===== src/rtl/decode_ctl.sv =====
// decode_ctl -- LZS token decoder control FSM.
// Consumes a 13-bit look-ahead window from a bit unpacker and emits one
// literal or match token per strobe. Stream acknowledges are combinational;
// token, done and error outputs are registered.
// Optional feature: define DECODE_CTL_ERR_EN to add an output-byte counter
// and the sticky err flag; without it err is tied low.
module decode_ctl (
  input  logic        clk,
  input  logic        rst_n,
  input  logic        start,
  input  logic [12:0] stream_data,
  input  logic        stream_valid,
  output logic [3:0]  stream_width,
  output logic        stream_ack,
  input  logic        fo_full,
  output logic        tok_valid,
  output logic        tok_match,
  output logic [7:0]  tok_lit,
  output logic [10:0] tok_off,
  output logic [11:0] tok_len,
  output logic        busy,
  output logic        done,
  output logic        err
);

  typedef enum logic [2:0] {
    S_IDLE,
    S_TOKEN,
    S_LEN,
    S_LEN_EXT,
    S_PAD,
    S_DONE
  } state_t;

  localparam logic [12:0] LEN_MAX = 13'd4095;

  state_t      state;
  logic [2:0]  bitcnt;     // stream position modulo one byte
  logic [11:0] acc;        // extended-length accumulator
  logic [10:0] off_q;      // offset held until its length is decoded

  logic        emit_lit;
  logic        emit_match;
  logic [12:0] len_sum;    // one spare bit to detect overflow past 4095
  logic [11:0] len_val;
  logic        len_ovf;
  logic [12:0] acc_inc;
  logic [11:0] acc_sat;
  logic [3:0]  nib;

  assign nib     = stream_data[12:9];
  assign acc_inc = {1'b0, acc} + 13'd15;
  assign acc_sat = acc_inc[12] ? LEN_MAX[11:0] : acc_inc[11:0];
  assign len_ovf = len_sum[12];
  assign len_val = len_ovf ? LEN_MAX[11:0] : len_sum[11:0];
  assign busy    = (state != S_IDLE);

  // Decode the current window: how many bits to consume and whether a token is emitted.
  always_comb begin
    // NOTE: every output of this block gets a default first, so no path leaves it unassigned and no latch is inferred.
    stream_ack   = 1'b0;
    stream_width = 4'd0;
    emit_lit     = 1'b0;
    emit_match   = 1'b0;
    len_sum      = 13'd0;
    case (state)
      S_TOKEN: begin
        if (stream_valid) begin
          stream_width = 4'd9;
          if (!stream_data[12]) begin
            // Literal: the sink must have room for the token.
            stream_ack = !fo_full;
            emit_lit   = !fo_full;
          end else if (stream_data[11]) begin
            // Short offset or end marker, both 9 bits, never gated.
            stream_ack = 1'b1;
          end else begin
            // Long offset: 2-bit prefix plus 11-bit offset.
            stream_width = 4'd13;
            stream_ack   = 1'b1;
          end
        end
      end
      S_LEN: begin
        if (stream_valid) begin
          if (stream_data[12:11] != 2'b11) begin
            stream_width = 4'd2;
            len_sum      = 13'd2 + {11'd0, stream_data[12:11]};
            stream_ack   = !fo_full;
            emit_match   = !fo_full;
          end else if (stream_data[10:9] != 2'b11) begin
            stream_width = 4'd4;
            len_sum      = 13'd5 + {11'd0, stream_data[10:9]};
            stream_ack   = !fo_full;
            emit_match   = !fo_full;
          end else begin
            // 1111: start of an extended length, nothing emitted yet.
            stream_width = 4'd4;
            stream_ack   = 1'b1;
          end
        end
      end
      S_LEN_EXT: begin
        if (stream_valid) begin
          stream_width = 4'd4;
          if (nib == 4'hF) begin
            stream_ack = 1'b1;
          end else begin
            len_sum    = {1'b0, acc} + {9'd0, nib};
            stream_ack = !fo_full;
            emit_match = !fo_full;
          end
        end
      end
      S_PAD: begin
        // Skip to the next byte boundary; nothing to skip when already aligned.
        if (stream_valid && bitcnt != 3'd0) begin
          stream_width = 4'd8 - {1'b0, bitcnt};
          stream_ack   = 1'b1;
        end
      end
      default: ;
    endcase
  end

  // Main FSM with registered token, done and position state.
  always_ff @(posedge clk or negedge rst_n) begin
    if (!rst_n) begin
      state     <= S_IDLE;
      bitcnt    <= 3'd0;
      acc       <= 12'd0;
      off_q     <= 11'd0;
      tok_valid <= 1'b0;
      tok_match <= 1'b0;
      tok_lit   <= 8'd0;
      tok_off   <= 11'd0;
      tok_len   <= 12'd0;
      done      <= 1'b0;
    end else begin
      // NOTE: non-blocking assignments here so every register samples pre-edge values regardless of statement order.
      tok_valid <= 1'b0;
      done      <= 1'b0;

      // Widths are at most 13, so adding the low three bits is exact modulo 8.
      if (stream_ack) bitcnt <= bitcnt + stream_width[2:0];

      if (emit_lit) begin
        tok_valid <= 1'b1;
        tok_match <= 1'b0;
        tok_lit   <= stream_data[11:4];
      end
      if (emit_match) begin
        tok_valid <= 1'b1;
        tok_match <= 1'b1;
        tok_off   <= off_q;
        tok_len   <= len_val;
      end

      case (state)
        S_IDLE: begin
          if (start) begin
            state  <= S_TOKEN;
            bitcnt <= 3'd0;
            acc    <= 12'd0;
          end
        end
        S_TOKEN: begin
          if (stream_ack && stream_data[12]) begin
            if (stream_data[11]) begin
              if (stream_data[10:4] == 7'd0) begin
                state <= S_PAD;
              end else begin
                off_q <= {4'b0, stream_data[10:4]};
                state <= S_LEN;
              end
            end else begin
              off_q <= stream_data[10:0];
              state <= S_LEN;
            end
          end
        end
        S_LEN: begin
          if (stream_ack) begin
            if (stream_data[12:9] == 4'hF) begin
              acc   <= 12'd8;
              state <= S_LEN_EXT;
            end else begin
              state <= S_TOKEN;
            end
          end
        end
        S_LEN_EXT: begin
          if (stream_ack) begin
            if (nib == 4'hF) acc <= acc_sat;
            else             state <= S_TOKEN;
          end
        end
        S_PAD: begin
          if (bitcnt == 3'd0 || stream_ack) begin
            state <= S_DONE;
            done  <= 1'b1;
          end
        end
        S_DONE: begin
          state <= S_IDLE;
        end
        default: state <= S_IDLE;
      endcase
    end
  end

`ifdef DECODE_CTL_ERR_EN
  logic [10:0] byte_cnt;   // bytes produced so far, saturating at 2047
  logic        len_sat;    // extended length clamped during this match
  logic [12:0] byte_sum;

  assign byte_sum = {2'b0, byte_cnt} + (emit_match ? {1'b0, len_val} : 13'd1);

  // Track produced bytes and raise the sticky error on bad offsets or clamped lengths.
  always_ff @(posedge clk or negedge rst_n) begin
    if (!rst_n) begin
      byte_cnt <= 11'd0;
      len_sat  <= 1'b0;
      err      <= 1'b0;
    end else if (state == S_IDLE && start) begin
      byte_cnt <= 11'd0;
      len_sat  <= 1'b0;
      err      <= 1'b0;
    end else begin
      if (state == S_LEN && stream_ack) len_sat <= 1'b0;
      if (state == S_LEN_EXT && stream_ack && nib == 4'hF && acc_inc[12]) len_sat <= 1'b1;
      if (emit_lit || emit_match)
        byte_cnt <= (byte_sum > 13'd2047) ? 11'd2047 : byte_sum[10:0];
      if (emit_match && (off_q == 11'd0 || off_q > byte_cnt || len_sat || len_ovf))
        err <= 1'b1;
    end
  end
`else
  assign err = 1'b0;
`endif

endmodule


===== config.mk =====
export PLATFORM = sky130hd
export DESIGN_NAME = decode_ctl
export DESIGN_NICKNAME = d
export VERILOG_FILES = /design/src/rtl/decode_ctl.sv
export SDC_FILE = /design/constraint.sdc
export NUM_CORES = 1
export LEC_CHECK = 0
export ABC_AREA = 1
export CAP_MARGIN = 10
export CELL_PAD_IN_SITES_DETAIL_PLACEMENT = 0
export CELL_PAD_IN_SITES_GLOBAL_PLACEMENT = 1
export CORE_MARGIN = 8
export CORE_UTILIZATION = 39
export CTS_CLUSTER_SIZE = 28
export DETAILED_ROUTE_END_ITERATION = 12
export PLACE_DENSITY = 0.89
export SLEW_MARGIN = 20
export SYNTH_ARGS = -nofsm -noshare
export SYNTH_HDL_FRONTEND = slang
export SYNTH_SLANG_ARGS = --single-unit

===== constraint.sdc =====
create_clock -name clk -period 2.5 [get_ports clk]
set_input_delay 0.5 -clock clk [delete_from_list [all_inputs] [get_ports clk]]
set_output_delay 0.5 -clock clk [all_outputs]
set_load 0.005 [all_outputs]

Yosys cells after proc, flatten, opt, wreduce, memory -nomap -nowiden
Cells that the tools add are included.

Mux-type cells: 61. $add $sub $neg: 6. $mul: 0. Divide/modulo/power cells: 0. Shift-type cells: 0. Reduce and logical (&&, ||, !) cells: 14. Magnitude comparators: 0. Equality and inequality tests: 16. Bitwise operators: 0.

Operators by type and width (number): 2-to-1 mux 12 bit (7); 2-to-1 mux 3 bit (16); one-hot mux 12 bit (3 select lines) (1); 2-to-1 mux 13 bit (2); one-hot mux 13 bit (2 select lines) (1); 2-to-1 mux 1 bit (22); 2-to-1 mux 11 bit (2); inequality test 2 bit, second input constant (11); 2-to-1 mux 4 bit (5); one-hot mux 4 bit (4 select lines) (1); one-hot mux 3 bit (5 select lines) (1); adder 12 x 4 -> 13 bit (1); adder 12 x 4 -> 13 bit, second input constant (1); AND reduction 6 bit (2); nonzero test 3 bit (3); zero test 7 bit (1); equality test 3 x 2 -> 1 bit, second input constant (2); zero test 3 bit (2); adder 3 x 2 -> 4 bit, first input constant (1); equality test 4 bit, second input constant (1); one-hot mux 1 bit (4 select lines) (1); subtractor 4 x 3 -> 4 bit, first input constant (1); adder 2 x 2 -> 3 bit, first input constant (1); adder 3 bit (1); other kinds (9) (10).

Bits in latches: 0. Bits in read-only memories: 0. Word-level logic and storage cells: 107. Memories kept: 0. Bits in writable memories: 0. Bits in registers: 63. Bits of input ports: 18. Output and inout port bits: 41.

Logic depth before layout (Yosys ltp)
Depth in word-level cells: 8. Depth in mapped cells: 17.

Worst setup path before layout
No wires, ideal clock.

Path kind: flip-flop to flip-flop. Start: register bitcnt[0]. End: register bitcnt[2]. Period minus slack after synthesis: 2408 ps. Data required time: 2380 ps. Buffers on the path: 0. Data arrival time: 2288 ps. Slack: 92 ps. Cell stages (with the launch flop): 18. Setup time: 120 ps. Cells stage by stage: dfrtp_1 -> inv_1 -> ha_1 -> ha_1 -> inv_1 -> nand2_1 -> nor2_1 -> inv_1 -> o21ai_0 -> ha_1 -> inv_1 -> fa_1 -> inv_1 -> nand2_1 -> nand3_1 -> nand2_1 -> nand2_1 -> nor2_1.

Cells in the longest elaborated chain, start to end: 8. Elaborated cells between the ends (all ways): 11. Classes of those cells: 2 x add/sub; 7 x mux; 2 x reduce/logical.

RTL lines: from (decl) (RTL line 38) `logic [2:0] bitcnt;`; from (signal assigned) (RTL line 145) `if (stream_ack) bitcnt <= bitcnt + stream_width[2:0];`; parallel branches: the longest is 2 deep, another holds subtractor 4 x 3 -> 4 bit; 2-to-1 mux 4 bit * (RTL line 117) `if (stream_valid && bitcnt != 3'd0) begin`; one-hot mux 4 bit (4 select lines) * (RTL line 66) `case (state)`; named net stream_width[0] (RTL line 13) `output logic [3:0] stream_width,`; adder 3 bit * (RTL line 145); 2-to-1 mux 3 bit * (RTL line 145); 2-to-1 mux 3 bit (RTL line 161) `if (start) begin`; 2-to-1 mux 3 bit * (RTL line 159) `case (state)`.

Mark *: on every way through the listed nets, which the timed path passes. A chain may end at the register's enable or synchronous reset.

Worst setup path in the final report
Start: register bitcnt[1]. End: output port stream_width[2].

Cells in the longest elaborated chain, start to end: 4. Elaborated cells between the ends (all ways): 5. Classes of those cells: 1 x add/sub; 2 x mux; 2 x reduce/logical.

RTL lines (RTL line): parallel branches: the longest is 2 deep, another holds subtractor 4 x 3 -> 4 bit; 2-to-1 mux 4 bit * (117); one-hot mux 4 bit (4 select lines) * (66); to (decl) (13).

Every way passes the cells marked *.

==> impl_metrics.tcl <==
set metrics [dict create \
    postCtsHoldBufs 0 \
    clk_pin_slew_ns 0.08 \
    dp.cells 635 \
    htree_levels 3 \
    path_class "reg -> out" \
    syn2layout_area_growth_pct 31.7 \
    final.fill_count 815 \
    setup_viol 0 \
    port_buffers 57 \
    slew_violations 0 \
    max_stage_delay_ns 0.40 \
    start_util_pct 40.2 \
    netlist_area_um2 3530 \
    grt_pass1_wl_mm 15.4 \
    grt.overflow.total 0 \
    period_share_pct 94.9 \
    status "complete, no violations" \
    avgViaCountPerCell 5.01 \
    end_kind "primary output" \
    final.setup_skew_ns 0.0157 \
    max_slew_margin_pct 57.1 \
    synth_cells 448 \
    synth_edf_count 0 \
    synth-seq-cells 63 \
    finalNonFillerCells 654 \
    die_x_um 111 \
    first_pass_iters 4 \
    layout-drive-gt1-share_pct 14.7 \
    synth_nets 477 \
    fin_setup_tns_ns 0 \
    clock_path_buffers 2 \
    dp_hpwl_mm 7.08 \
    yosysWarnings 0 \
    dieArea_um2 12300 \
    fmax_mhz 421 \
    die_h_um 111 \
    final_util_pct 53.0 \
    crit_slowest_cell "dfrtp_1" \
    p_leak_uw 0.00226 \
    synth_cell_types 37 \
    routed-via-count 3275 \
    drv_cap 0 \
    crit_fanout 3 \
    yosysSeqAreaShare_pct 44.7 \
    gp_congestion 0.892 \
    layout.nets 569 \
    fp-row-count 34 \
    p_per_area_nw_per_um2 995 \
    cts_buffers 9 \
    wl_per_cell_um 14.0 \
    hp-class "in -> async" \
    grt_pass1_vias 3188 \
    drt_iter0_drc 239 \
    avgSynthCellArea_um2 7.87 \
    worst_pin_slew_ns 0.644 \
    antenna_left 0 \
    async_flop_share_pct 100 \
    ir_drop_v 0.000293 \
    tritoncts "built" \
    io_pins 59 \
    synth-main-ff-cell "dfrtp_1" \
    clk_latency_ns 0.35 \
    period_minus_slack_ns 2.37 \
    rsz0062_at_grt "no" \
    worst_setup_path_start_kind "flip-flop" \
    clock_sinks 63 \
    antenna_found_initial 0 \
    clockRootBuffer "clkbuf_8" \
    grt_usage_pct 14.8 \
    hold_viol_final 0 \
    routed_wl_mm 9.18 \
    grt_start_max_net_pins 38 \
    required_ns 2.00 \
    route.detailed.drc 0 \
    cp.arrival_ns 1.87 \
    crit_chain "inv_2 > ha_1 > ha_1 > inv_2 > nand2_1 > nor2_2 > buf_4 > a21oi_4 > nand2_1 > dlygate4sd2_1" \
    core_um2 8760 \
]
## stage by stage
stage / instance area, um^2 / worst slack (ns) / hold WS [ns] / power, uW
6_report: 4640 / 0.127 / 0.176 / 4620
2_1_floorplan: 3530 / 0.0923 / 0.204 / 2760
5_1_grt: 4640 / 0.0135 / 0.220 / 4990
4_1_cts: 4630 / 0.0379 / 0.187 / 4640
3_3_place_gp: 4440 / -0.183 / 0.454 / 3750
3_5_place_dp: 4440 / -0.200 / 0.465 / 3810
## metal layers
layer / share of wire [%] / track usage (%)
met5: 0 / 0
met4: 1.7 / 5.87
met3: 3.1 / 2.38
met2: 48 / 24.8
met1: 47 / 18.7
## repair_timing
| action | in CTS | in global routing |
|---|---|---|
| pin swaps | 1 | 0 |
| endpoints found under the setup margin | 5 | 6 |
| setup buffers | 2 | 0 |
| gates resized for setup | 12 | 7 |
## sequential cells by signal, summed over array words and instances, names as in the netlist
| name | count |
|---|---|
| tok_valid | 1 |
| tok_off | 11 |
| tok_len | 12 |
| done | 1 |
| tok_match | 1 |
| state | 3 |
| acc | 12 |
| bitcnt | 3 |
| tok_lit | 8 |
| off_q | 11 |
## cell type report
cell class | count | area, um^2 | share of cell area (%)
clock inverter | 7 | 47.5 | 1.02
timing repair buffer | 93 | 848 | 18.3
inverter | 70 | 263 | 5.66
sequential | 63 | 1580 | 33.9
tap | 108 | 135 | 2.91
multi-input combinational | 303 | 1650 | 35.5
clock buffer | 9 | 124 | 2.67
antenna | 1 | 2.50 | 0.0539
## final timing paths
| path | slack (ns) | to | cells after the start | start |
|---|---|---|---|---|
| min in group clk | 0.48 | tok_match | 2 | tok_match |
| worst min register to register | 0.48 | tok_match | 2 | tok_match |
| max in group asynchronous | 1.69 | acc[2] | 2 | rst_n |
| worst max-delay path | 0.13 | stream_width[2] | 10 | bitcnt[1] |
| worst min-delay path | 0.18 | tok_valid | 1 | rst_n |
| worst max register to register | 0.23 | bitcnt[2] | 15 | bitcnt[1] |
## synthesized netlist by cell type (6+ instances only)
library cell,number,share of area (%)
o21ai_1,19,2.7
inv_1,65,6.9
ha_1,9,3.2
nand4_1,6,1.1
nor2_1,17,1.8
nand2_1,103,11
a2bb2oi_1,7,1.7
nand3_1,35,5.0
o21ai_0,51,7.2
a21oi_1,15,2.1
dfrtp_1,63,45
## cells in the final DEF (no fill, tap or decap), types with 6 or more instances in the layout
cell	netlist	layout
nand2_1	103	103
dfrtp_1	63	63
inv_1	65	62
o21ai_0	51	50
clkdlybuf4s50_1	0	49
nand3_1	35	35
buf_4	3	34
o21ai_1	19	20
nor2_1	17	16
a21oi_1	15	14
clkbuf_8	0	9
inv_2	5	8
ha_1	9	8
a2bb2oi_1	7	7
nand4_1	6	6
dlygate4sd2_1	0	6
## where the power goes
group / switching [uW] / total, uW / internal [uW]
logic: 1060 / 2140 / 1080
registers: 251 / 1680 / 1430
clock network: 437 / 796 / 359
total: 1750 / 4620 / 2870
## logic make-up after synthesis
logic type	after synthesis	share of synthesized area (%)
AOI/OAI and AO/OA	105	17.3
xor gates and xnor gates	4	0.993
adders and majority gates	11	4.33
buffers and inverters	82	9.40
DFF	63	44.7
other	1	0.106
and+or+nand+nor	182	23.1
## critical path, delay by kind of cell, from the launching register on
kind,cells,cell delay (ns)
AND/OR/NAND/NOR,3,0.18
buffers and inverters,4,0.53
AO/OA/AOI/OAI,1,0.12
adder cells (fa/ha/maj),2,0.29
flip-flops,1,0.40
Note: power is estimated with default switching activity, not from simulation.
